## src/rtl/pmod_pkg.sv

```systemverilog
// Shared definitions for the PMOD-DA2 (dual DAC121S101) serializer.
//   DAC121_FRAME_BITS : SCLK periods per DAC word
//   DAC121_PD_NORMAL  : power-down field for normal operation
//   DAC_MIDSCALE      : 12-bit midscale code
//   dac_state_t       : serializer FSM states
//   pcm16_to_offset12 : signed PCM16 -> 16-bit DAC word (offset binary, low 4 bits dropped)
package pmod_pkg;

  localparam int          DAC121_FRAME_BITS = 16;
  localparam logic [1:0]  DAC121_PD_NORMAL  = 2'b00;
  localparam logic [11:0] DAC_MIDSCALE      = 12'h800;
  localparam logic [15:0] DAC_MIDSCALE_WORD = {2'b00, DAC121_PD_NORMAL, DAC_MIDSCALE};

  typedef enum logic [1:0] {
    ST_IDLE,
    ST_START,
    ST_SHIFT,
    ST_GAP
  } dac_state_t;

  function automatic logic [15:0] pcm16_to_offset12(input logic [15:0] s);
    return {2'b00, DAC121_PD_NORMAL, ~s[15], s[14:4]};
  endfunction

endpackage

```

## src/rtl/sclk_tick_gen.sv

```systemverilog
// SCLK tick divider and SCLK toggle register.
//   clk_selected in  : clock
//   reset        in  : asynchronous, active-high
//   load         in  : frame start; latches sclk_div (also done on the first cycle after reset)
//   run          in  : SCLK toggles on ticks while high
//   sclk_div     in  : SCLK half-period in clock cycles, minus 1
//   tick         out : counter reached the latched divisor
//   rise / fall  out : tick while SCLK is low / high
//   sclk         out : registered SCLK
module sclk_tick_gen #(
  parameter int DIV_WIDTH = 4
) (
  input  logic                 clk_selected,
  input  logic                 reset,
  input  logic                 load,
  input  logic                 run,
  input  logic [DIV_WIDTH-1:0] sclk_div,
  output logic                 tick,
  output logic                 rise,
  output logic                 fall,
  output logic                 sclk
);

  logic                 fresh;
  logic [DIV_WIDTH-1:0] div_latched;
  logic [DIV_WIDTH-1:0] cnt;
  logic [DIV_WIDTH-1:0] div_eff;

  // The counter is always 0 on a load cycle, so comparing against the
  // incoming divisor there makes the new frame's first half-period exact.
  assign div_eff = (load || fresh) ? sclk_div : div_latched;
  assign tick    = (cnt == div_eff);
  assign rise    = tick & ~sclk;
  assign fall    = tick & sclk;

  always_ff @(posedge clk_selected or posedge reset) begin
    if (reset) begin
      fresh       <= 1'b1;
      div_latched <= '0;
      cnt         <= '0;
      sclk        <= 1'b0;
    end else begin
      fresh <= 1'b0;
      if (load || fresh) div_latched <= sclk_div;
      cnt <= tick ? '0 : cnt + 1'b1;
      if (tick && run) sclk <= ~sclk;
    end
  end

endmodule

```

## src/rtl/pmod_da2_serializer.sv

```systemverilog
// PMOD-DA2 frame generator: converts stereo PCM16 words to two DAC121S101
// serial streams sharing SYNC and SCLK.
//   clk_selected   in  : audio master clock
//   reset          in  : asynchronous, active-high
//   enable         in  : run frames (sampled at frame boundaries)
//   sclk_div       in  : SCLK half-period in clock cycles, minus 1
//   sample_data    in  : {left[15:0], right[15:0]} two's complement
//   sample_valid   in  : upstream word available
//   sample_ready   out : 1-cycle pulse at frame start
//   pmod_io        out : [0]=SYNC_n [1]=DINA [2]=DINB [3]=SCLK
//   frame_strobe   out : 1-cycle pulse at frame start
//   underrun_count out : saturating count of frames started without a word
module pmod_da2_serializer
  import pmod_pkg::*;
#(
  parameter int DIV_WIDTH = 4,
  parameter int GAP_BITS  = 16,
  parameter int UR_WIDTH  = 8
) (
  input  logic                 clk_selected,
  input  logic                 reset,
  input  logic                 enable,
  input  logic [DIV_WIDTH-1:0] sclk_div,
  input  logic [31:0]          sample_data,
  input  logic                 sample_valid,
  output logic                 sample_ready,
  output logic [3:0]           pmod_io,
  output logic                 frame_strobe,
  output logic [UR_WIDTH-1:0]  underrun_count
);

  localparam int GW = (GAP_BITS > 1) ? $clog2(GAP_BITS) : 1;

  dac_state_t    state;
  logic [15:0]   hold_a, hold_b;
  logic [15:0]   sh_a, sh_b;
  logic [15:0]   word_a, word_b;
  logic          sync, din_a, din_b;
  logic [4:0]    bit_cnt;
  logic [GW-1:0] gap_cnt;
  logic          tick, rise, fall, sclk;
  logic          load, run;

  assign load    = (state == ST_START);
  assign run     = (state != ST_IDLE);
  assign pmod_io = {sclk, din_b, din_a, sync};

  sclk_tick_gen #(
    .DIV_WIDTH(DIV_WIDTH)
  ) u_tick (
    .clk_selected(clk_selected),
    .reset       (reset),
    .load        (load),
    .run         (run),
    .sclk_div    (sclk_div),
    .tick        (tick),
    .rise        (rise),
    .fall        (fall),
    .sclk        (sclk)
  );

  always_comb begin
    word_a = hold_a;
    word_b = hold_b;
    if (sample_valid) begin
      word_a = pcm16_to_offset12(sample_data[31:16]);
      word_b = pcm16_to_offset12(sample_data[15:0]);
    end
  end

  always_ff @(posedge clk_selected or posedge reset) begin
    if (reset) begin
      state          <= ST_IDLE;
      hold_a         <= DAC_MIDSCALE_WORD;
      hold_b         <= DAC_MIDSCALE_WORD;
      sh_a           <= DAC_MIDSCALE_WORD;
      sh_b           <= DAC_MIDSCALE_WORD;
      sync           <= 1'b1;
      din_a          <= 1'b0;
      din_b          <= 1'b0;
      bit_cnt        <= '0;
      gap_cnt        <= '0;
      sample_ready   <= 1'b0;
      frame_strobe   <= 1'b0;
      underrun_count <= '0;
    end else begin
      sample_ready <= 1'b0;
      frame_strobe <= 1'b0;
      unique case (state)
        ST_IDLE: begin
          if (tick && enable) begin
            state        <= ST_START;
            sample_ready <= 1'b1;
            frame_strobe <= 1'b1;
          end
        end
        ST_START: begin
          hold_a <= word_a;
          hold_b <= word_b;
          if (!sample_valid && underrun_count != '1)
            underrun_count <= underrun_count + 1'b1;
          // With sclk_div=0 the first rise-tick lands in this cycle, so the
          // first bit is presented straight from the freshly selected word.
          if (rise) begin
            sync    <= 1'b0;
            din_a   <= word_a[15];
            din_b   <= word_b[15];
            sh_a    <= {word_a[14:0], 1'b0};
            sh_b    <= {word_b[14:0], 1'b0};
            bit_cnt <= 5'd1;
          end else begin
            sh_a    <= word_a;
            sh_b    <= word_b;
            bit_cnt <= '0;
          end
          state <= ST_SHIFT;
        end
        ST_SHIFT: begin
          if (rise) begin
            sync    <= 1'b0;
            din_a   <= sh_a[15];
            din_b   <= sh_b[15];
            sh_a    <= {sh_a[14:0], 1'b0};
            sh_b    <= {sh_b[14:0], 1'b0};
            bit_cnt <= bit_cnt + 1'b1;
          end else if (fall && bit_cnt == 5'(DAC121_FRAME_BITS)) begin
            state   <= ST_GAP;
            gap_cnt <= '0;
          end
        end
        ST_GAP: begin
          if (rise) begin
            sync  <= 1'b1;
            din_a <= 1'b0;
            din_b <= 1'b0;
          end else if (fall) begin
            if (gap_cnt == GW'(GAP_BITS - 1)) begin
              if (enable) begin
                state        <= ST_START;
                sample_ready <= 1'b1;
                frame_strobe <= 1'b1;
              end else begin
                state <= ST_IDLE;
              end
            end else begin
              gap_cnt <= gap_cnt + 1'b1;
            end
          end
        end
        default: state <= ST_IDLE;
      endcase
    end
  end

endmodule

```

## config.mk

```make
export PLATFORM = sky130hd
export DESIGN_NAME = pmod_da2_serializer
export DESIGN_NICKNAME = d
export VERILOG_FILES = /design/src/rtl/pmod_pkg.sv /design/src/rtl/sclk_tick_gen.sv /design/src/rtl/pmod_da2_serializer.sv
export SDC_FILE = /design/constraint.sdc
export NUM_CORES = 1
export LEC_CHECK = 0
export CORE_UTILIZATION = 55
export DETAILED_ROUTE_END_ITERATION = 16
export HOLD_SLACK_MARGIN = 0.03
export PLACE_DENSITY = 0.88
export SLEW_MARGIN = 10
export SYNTH_ARGS = -nofsm -noshare
export SYNTH_HDL_FRONTEND = slang
export SYNTH_SLANG_ARGS = --single-unit
```

## constraint.sdc

```tcl
create_clock -name clk_selected -period 3.99 [get_ports clk_selected]
set_input_delay 0.798 -clock clk_selected [delete_from_list [all_inputs] [get_ports clk_selected]]
set_output_delay 0.798 -clock clk_selected [all_outputs]
set_load 0.05 [all_outputs]
```

Word level (Yosys, flattened, before mapping)
Cells that the tools add are included.
Widths: inputs -> output; s select.

storage, ports and cells
  bits in latches = 0
  bits of input ports = 40
  output and inout bits = 14
  register bits = 97
  bits in writable memories = 0
  bits in read-only memories = 0
  memories kept = 0

cells by class
  shifts and indexed selects = 0
  $lt $le $gt $ge = 0
  eq/ne operators = 18
  multiplexer cells = 42
  bitwise operators = 5
  multipliers = 0
  $add $sub $neg = 4
  reductions and logical operators = 19
  div/mod/pow operators = 0

operators with widths
  kind                 number
  $mux 16              6
  $pmux 16 s2          2
  $mux 4               7
  $ne 2x2->1 const B   10
  $mux 1               13
  $mux 2               6
  $reduce_and 6->1     2
  $pmux 5 s2           1
  $add 4x1->4 const B  2
  $add 8x1->8 const B  1
  $ne 8x8->1 const B   1
  $pmux 2 s4           1
  $pmux 4 s2           1
  $reduce_bool 2->1    4
  $pmux 1 s3           2
  $add 5x1->5 const B  1
  $eq 5x5->1 const B   1
  $mux 5               1
  $eq 2x2->1 const B   2
  $eq 4x4->1           1
  $eq 4x4->1 const B   1
  $logic_and 1x1->1    4
  $pmux 1 s2           2
  $reduce_and 2->1     2
  other kinds (11)     14

Depth between registers and ports, before layout
  depth in word-level cells = 9
  depth in mapped cells = 12

By module
A second synthesis with hierarchy kept.

unflattened totals
  cells, all modules = 439
  area total of the unflattened synthesis = 5051.1 µm²

modules (own cells, without submodules)
  module               instances  cells each  seq. area each (µm²)  area an instance (µm²)
  pmod_da2_serializer  1          394         2183.3                4513.1
  sclk_tick_gen        1          45          251.5                 538.0

Worst setup path after synthesis
OpenSTA, ideal clock, no wires.

  path type = reg-to-reg
  start = register state[1]
  end = register sh_a[5]
  slack = 1.756 ns
  stages on the path, launching flop included = 13
  library setup time = 0.082 ns
  arrival = 2.152 ns
  required time = 3.908 ns
  cell sequence = dfrtp_1 -> inv_1 -> ha_1 -> buf_6 -> or2_1 -> buf_6 -> nor3_4 -> a22o_4 -> buf_12 -> buf_8 -> nor3_1 -> a211o_1 -> a31oi_1

between the ends
  longest elaborated chain between the ends = 7
  elaborated cells between the ends (all ways) = 11
  classes of those cells = 4 x eq/ne; 3 x mux; 1 x bitwise; 3 x reduce/logical

RTL lines
  what                                             line                                                  RTL
  start, declared                                  pmod_da2_serializer.sv:34                             dac_state_t state;
  start signal, assigned                           pmod_da2_serializer.sv:73                             state <= ST_IDLE;
  start signal, assigned                           pmod_da2_serializer.sv:92                             state <= ST_START;
  start signal, assigned                           pmod_da2_serializer.sv:116                            state <= ST_SHIFT;
  $eq 2x1->1                                       pmod_da2_serializer.sv:44, pmod_da2_serializer.sv:89
  $logic_or 1x1->1                                 sclk_tick_gen.sv:31                                   assign div_eff = (load || fresh) ? sclk_div : div_latched;
  $mux 4                                           -
  $eq 4x4->1                                       sclk_tick_gen.sv:32                                   assign tick = (cnt == div_eff);
  $and 1x1->1                                      sclk_tick_gen.sv:33                                   assign rise = tick & ~sclk;
  $mux 16 or $ne 2x2->1 (tied branches)            -
  $pmux 16 s2 or $reduce_and 2->1 (tied branches)  -
  end signal, assigned                             pmod_da2_serializer.sv:108                            sh_a <= {word_a[14:0], 1'b0};
  end signal, assigned                             pmod_da2_serializer.sv:112                            sh_a <= word_a;
  end signal, assigned                             pmod_da2_serializer.sv:123                            sh_a <= {sh_a[14:0], 1'b0};
  end, declared                                    pmod_da2_serializer.sv:36                             logic [15:0] sh_a, sh_b;

Several ways; a longest one is shown, not always the timed one.
A chain may end at the register's enable or synchronous reset.

Final worst setup path
  start = register state[1]
  end = register sh_b[10]

between the ends
  longest elaborated chain between the ends = 7
  elaborated cells between the ends (all ways) = 11
  classes of those cells = 4 x eq/ne; 3 x mux; 1 x bitwise; 3 x reduce/logical

RTL lines
  what                                             line                                                  RTL
  $eq 2x1->1                                       pmod_da2_serializer.sv:44, pmod_da2_serializer.sv:89
  $logic_or 1x1->1                                 sclk_tick_gen.sv:31
  $mux 4                                           -
  $eq 4x4->1                                       sclk_tick_gen.sv:32
  $and 1x1->1                                      sclk_tick_gen.sv:33
  $mux 16 or $ne 2x2->1 (tied branches)            -
  $pmux 16 s2 or $reduce_and 2->1 (tied branches)  -
  end signal, assigned                             pmod_da2_serializer.sv:109                            sh_b <= {word_b[14:0], 1'b0};
  end signal, assigned                             pmod_da2_serializer.sv:113                            sh_b <= word_b;
  end signal, assigned                             pmod_da2_serializer.sv:124                            sh_b <= {sh_b[14:0], 1'b0};
  end, declared                                    pmod_da2_serializer.sv:36

Several ways; a longest one is shown, not always the timed one.

==> results.sh <==
export IMPL_pwr_share_comb_pct=44.8
export IMPL_worstMarginPinSlew_ns=0.8734
export IMPL_first_global_vias=4109
export IMPL_grt_setup_unrepaired="false"
export IMPL_synthCells=509
export IMPL_status="complete, no violations"
export IMPL_cp_start_kind="register"
export IMPL_tns_ns=0
export IMPL_io_pins=54
export IMPL_numPortBuffers=45
export IMPL_hold_violations=0
export IMPL_drtPass1Iterations=5
export IMPL_p_sw_mw=1.816
export IMPL_cts_buffer_depth=2
export IMPL_hold_class="reg -> reg"
export IMPL_drive_gt1_share_pct=13.53
export IMPL_period_minus_slack_ns=2.911
export IMPL_num_rows=35
export IMPL_required_ns=4.26
export IMPL_ys_flop_type="dfrtp_1"
export IMPL_synthAdderAreaFrac_pct=2.368
export IMPL_core_area_um2=9284
export IMPL_syn2layout_area_growth_pct=12.48
export IMPL_grt_max_degree=49
export IMPL_die_y_um=100.0
export IMPL_num_vias=4098
export IMPL_pwr_share_clk_pct=15.8
export IMPL_drv_cap=0
export IMPL_synth_simple_area_share_pct=14.54
export IMPL_power_density_nw_per_um2=731.3
export IMPL_cts_buffers=9
export IMPL_ctsResizeCount=0
export IMPL_drt_wl_total_um=11530
export IMPL_place_congestion=0.8190
export IMPL_synth_async_reset_ratio_pct=100.0
export IMPL_post_route_util_pct=64.02
export IMPL_fmaxAchievable_mhz=343.5
export IMPL_clk_latency_ns=0.37
export IMPL_slowest_stage="a22oi_4"
export IMPL_arrival_ns=3.18
export IMPL_diodes=0
export IMPL_period_share_pct=72.96
export IMPL_critPathBufInv=2
export IMPL_hpwl_um=7891
export IMPL_finClkSkew_ns=0.006257
export IMPL_antenna_found_initial=0
export IMPL_cts_sinks=97
export IMPL_p_leak_nw=2.675
export IMPL_placedInstanceArea_um2=5736
export IMPL_slew_violations=0
export IMPL_yosys_warnings=0
export IMPL_p_seq_share_pct=39.4
export IMPL_instances_no_fill=676
export IMPL_synth_top_family_by_area="compound AO/OA/AOI/OAI gates"
export IMPL_avgSynthCellArea_um2=10.38
export IMPL_crit_path_end_kind="register"
export IMPL_max_stage_delay_ns=0.66
export IMPL_grt_ovfl_total=0
export IMPL_cts_tree="done"
export IMPL_fin_nets=592
export IMPL_cts_max_level=3
export IMPL_worstPathCellList="inv_1, ha_1, nor2_2, nor2_1, a22oi_4, buf_4, nand2_1, and3_1, a221oi_1"
export IMPL_critPathMaxFanout=24
export IMPL_synth_cell_area_um2=5284
export IMPL_synth_nets=559
export IMPL_via_per_inst=6.062
export IMPL_synth_seq_area_share_pct=46.08
export IMPL_synth_edf_count=0
export IMPL_finalSetupViolations=0
export IMPL_ys_types=58
export IMPL_drt_iter0_markers=347
export IMPL_hold_buffers=0
export IMPL_max_slew_margin_pct=41.56
export IMPL_synth_seq_cells=97
export IMPL_post_drt_wl_per_cell_um=17.06
export IMPL_sw_frac_of_total_pct=41.78
export IMPL_start_util_pct=56.91
export IMPL_cts_root_buf="clkbuf_8"
export IMPL_die_width_um=100.0
export IMPL_clk_pin_slew_ns=0.10
export IMPL_drc=0
export IMPL_path_class="reg -> reg"
export IMPL_synthXorXnorAreaFrac_pct=3.481
export IMPL_peakVddDrop_mv=0.3656
export IMPL_die_area_um2=10000
export IMPL_track_usage_pct=24.56
export IMPL_path_delay_family="compound AO/OA/AOI/OAI gates"
export IMPL_postLayoutCellArea_um2=5943
export IMPL_placed_cells=660
export IMPL_synth_compound_area_share_pct=15.16
export IMPL_muxShareOfSynthArea_pct=12.74
export IMPL_grt_pass1_wl_um=19350
export IMPL_postCtsSetupRepairBufs=0
export IMPL_ant_nets=0
export IMPL_holdWs_ns=0.5023
export IMPL_p_int_mw=2.530
cell families after synthesis:
family	after synthesis
XOR/XNOR	21
AND/OR/NAND/NOR	163
AO/OA/AOI/OAI	107
multiplexers	64
adder cells (fa/ha/maj)	10
other	1
flip-flops	97
buffers and inverters	46
cells in the mapped netlist, types with 2 or more instances:
library cell | count | area share, %
dfrtp_1 | 91 | 43
nand2_1 | 71 | 5.0
mux2i_1 | 38 | 7.2
mux2_2 | 25 | 5.3
nor2_1 | 24 | 1.7
o21ai_0 | 22 | 2.1
nor3_1 | 17 | 1.6
a21oi_1 | 16 | 1.5
and3_1 | 15 | 1.8
clkbuf_1 | 13 | 0.92
xnor2_1 | 13 | 2.2
inv_1 | 11 | 0.78
ha_1 | 10 | 2.4
nand3_1 | 10 | 0.95
a31oi_1 | 9 | 1.1
and2_1 | 9 | 1.1
a221oi_1 | 8 | 1.3
buf_4 | 8 | 1.1
buf_6 | 8 | 1.7
xor2_1 | 8 | 1.3
a211o_1 | 7 | 1.2
dfstp_2 | 6 | 3.0
o211ai_1 | 6 | 0.85
a22oi_1 | 5 | 0.71
nand4_1 | 5 | 0.59
o221a_2 | 4 | 0.85
a211oi_1 | 3 | 0.43
a22o_1 | 3 | 0.50
buf_2 | 3 | 0.28
nand2b_1 | 3 | 0.36
o221ai_1 | 3 | 0.50
or3_1 | 3 | 0.36
a21boi_0 | 2 | 0.28
a221oi_2 | 2 | 0.57
a311oi_1 | 2 | 0.33
o22a_1 | 2 | 0.33
o22ai_2 | 2 | 0.47
o31ai_1 | 2 | 0.28
flip-flops by register name, summed over array words and instances, names as in the netlist, 2 cells and up:
signal              count
u_tick.cnt              4
state                   2
underrun_count          8
bit_cnt                 5
sh_b                   16
hold_a                 16
u_tick.div_latched      4
sh_a                   16
hold_b                 16
gap_cnt                 4
final timing paths:
| check | startpoint | to | slack (ns) | cells past startpoint |
|---|---|---|---|---|
| worst max-delay path | state[1] | sh_b[10] | 1.08 | 9 |
| worst min-delay path | u_tick.div_latched[3] | u_tick.div_latched[3] | 0.50 | 2 |
| worst max register to register | state[1] | sh_b[10] | 1.08 | 9 |
| worst min register to register | u_tick.div_latched[3] | u_tick.div_latched[3] | 0.50 | 2 |
| max in group asynchronous | reset | hold_a[3] | 2.38 | 3 |
| min in group asynchronous | reset | u_tick.div_latched[3] | 0.85 | 2 |
layout by cell type (no fill, tap or decap), drive strengths merged, types with 4 or more instances in the layout:
| cell | Yosys | routed |
|---|---|---|
| a21oi | 16 | 16 |
| clkdlybuf4s50 | 0 | 45 |
| mux2 | 26 | 26 |
| dfstp | 6 | 6 |
| and2 | 9 | 9 |
| ha | 10 | 10 |
| o211ai | 6 | 6 |
| a221oi | 10 | 10 |
| a31oi | 9 | 9 |
| nor2 | 25 | 25 |
| clkbuf | 13 | 9 |
| xnor2 | 13 | 13 |
| a22oi | 7 | 7 |
| nand4 | 5 | 5 |
| a22o | 4 | 4 |
| and3 | 15 | 15 |
| dfrtp | 91 | 91 |
| nor3 | 19 | 19 |
| o221a | 4 | 4 |
| nand2 | 71 | 71 |
| xor2 | 8 | 8 |
| mux2i | 38 | 38 |
| inv | 11 | 15 |
| nand3 | 10 | 10 |
| o21ai | 22 | 22 |
| buf | 22 | 12 |
| a211o | 7 | 7 |
worst min-delay path, cell delays in order (launching register included):
cell	delay, ns
dfrtp_1	0.38
nand2_1	0.05
nand2_1	0.05
cell type report:
cell class	instances	area [µm²]
Fill cell	728	3341
Multi-Input combinational cell	366	2555
Sequential cell	97	2435
Timing Repair Buffer	57	540.5
Tap cell	129	161.4
Clock buffer	9	123.9
Clock inverter	7	83.83
Inverter	11	43.79
power by group through the flow:
| stage | clock network, mW | logic, mW | registers, mW |
|---|---|---|---|
| global route | 0.733 | 2.14 | 1.75 |
| detailed placement | 0 | 1.93 | 1.72 |
| finish | 0.687 | 1.95 | 1.71 |
| global placement | 0 | 1.83 | 1.69 |
| CTS | 0.693 | 1.95 | 1.70 |
| floorplan | 0 | 1.49 | 1.71 |
layer usage:
layer  wire [µm]  GRT usage, %  vias to the layer above
met5           0             0                        -
met4         204         8.027                        0
met3         629         4.109                       29
met2        5836         42.23                      160
met1        4860         31.79                     2010
li1            -             -                     1899
per-stage QoR:
stage | power, mW | setup slack [ns]
floorplan | 3.195 | 0.6682
global placement | 3.528 | 0.8494
detailed placement | 3.653 | 0.7948
CTS | 4.342 | 1.083
global route | 4.621 | 0.8262
finish | 4.346 | 1.079
Note: power is estimated with default switching activity, not from simulation.
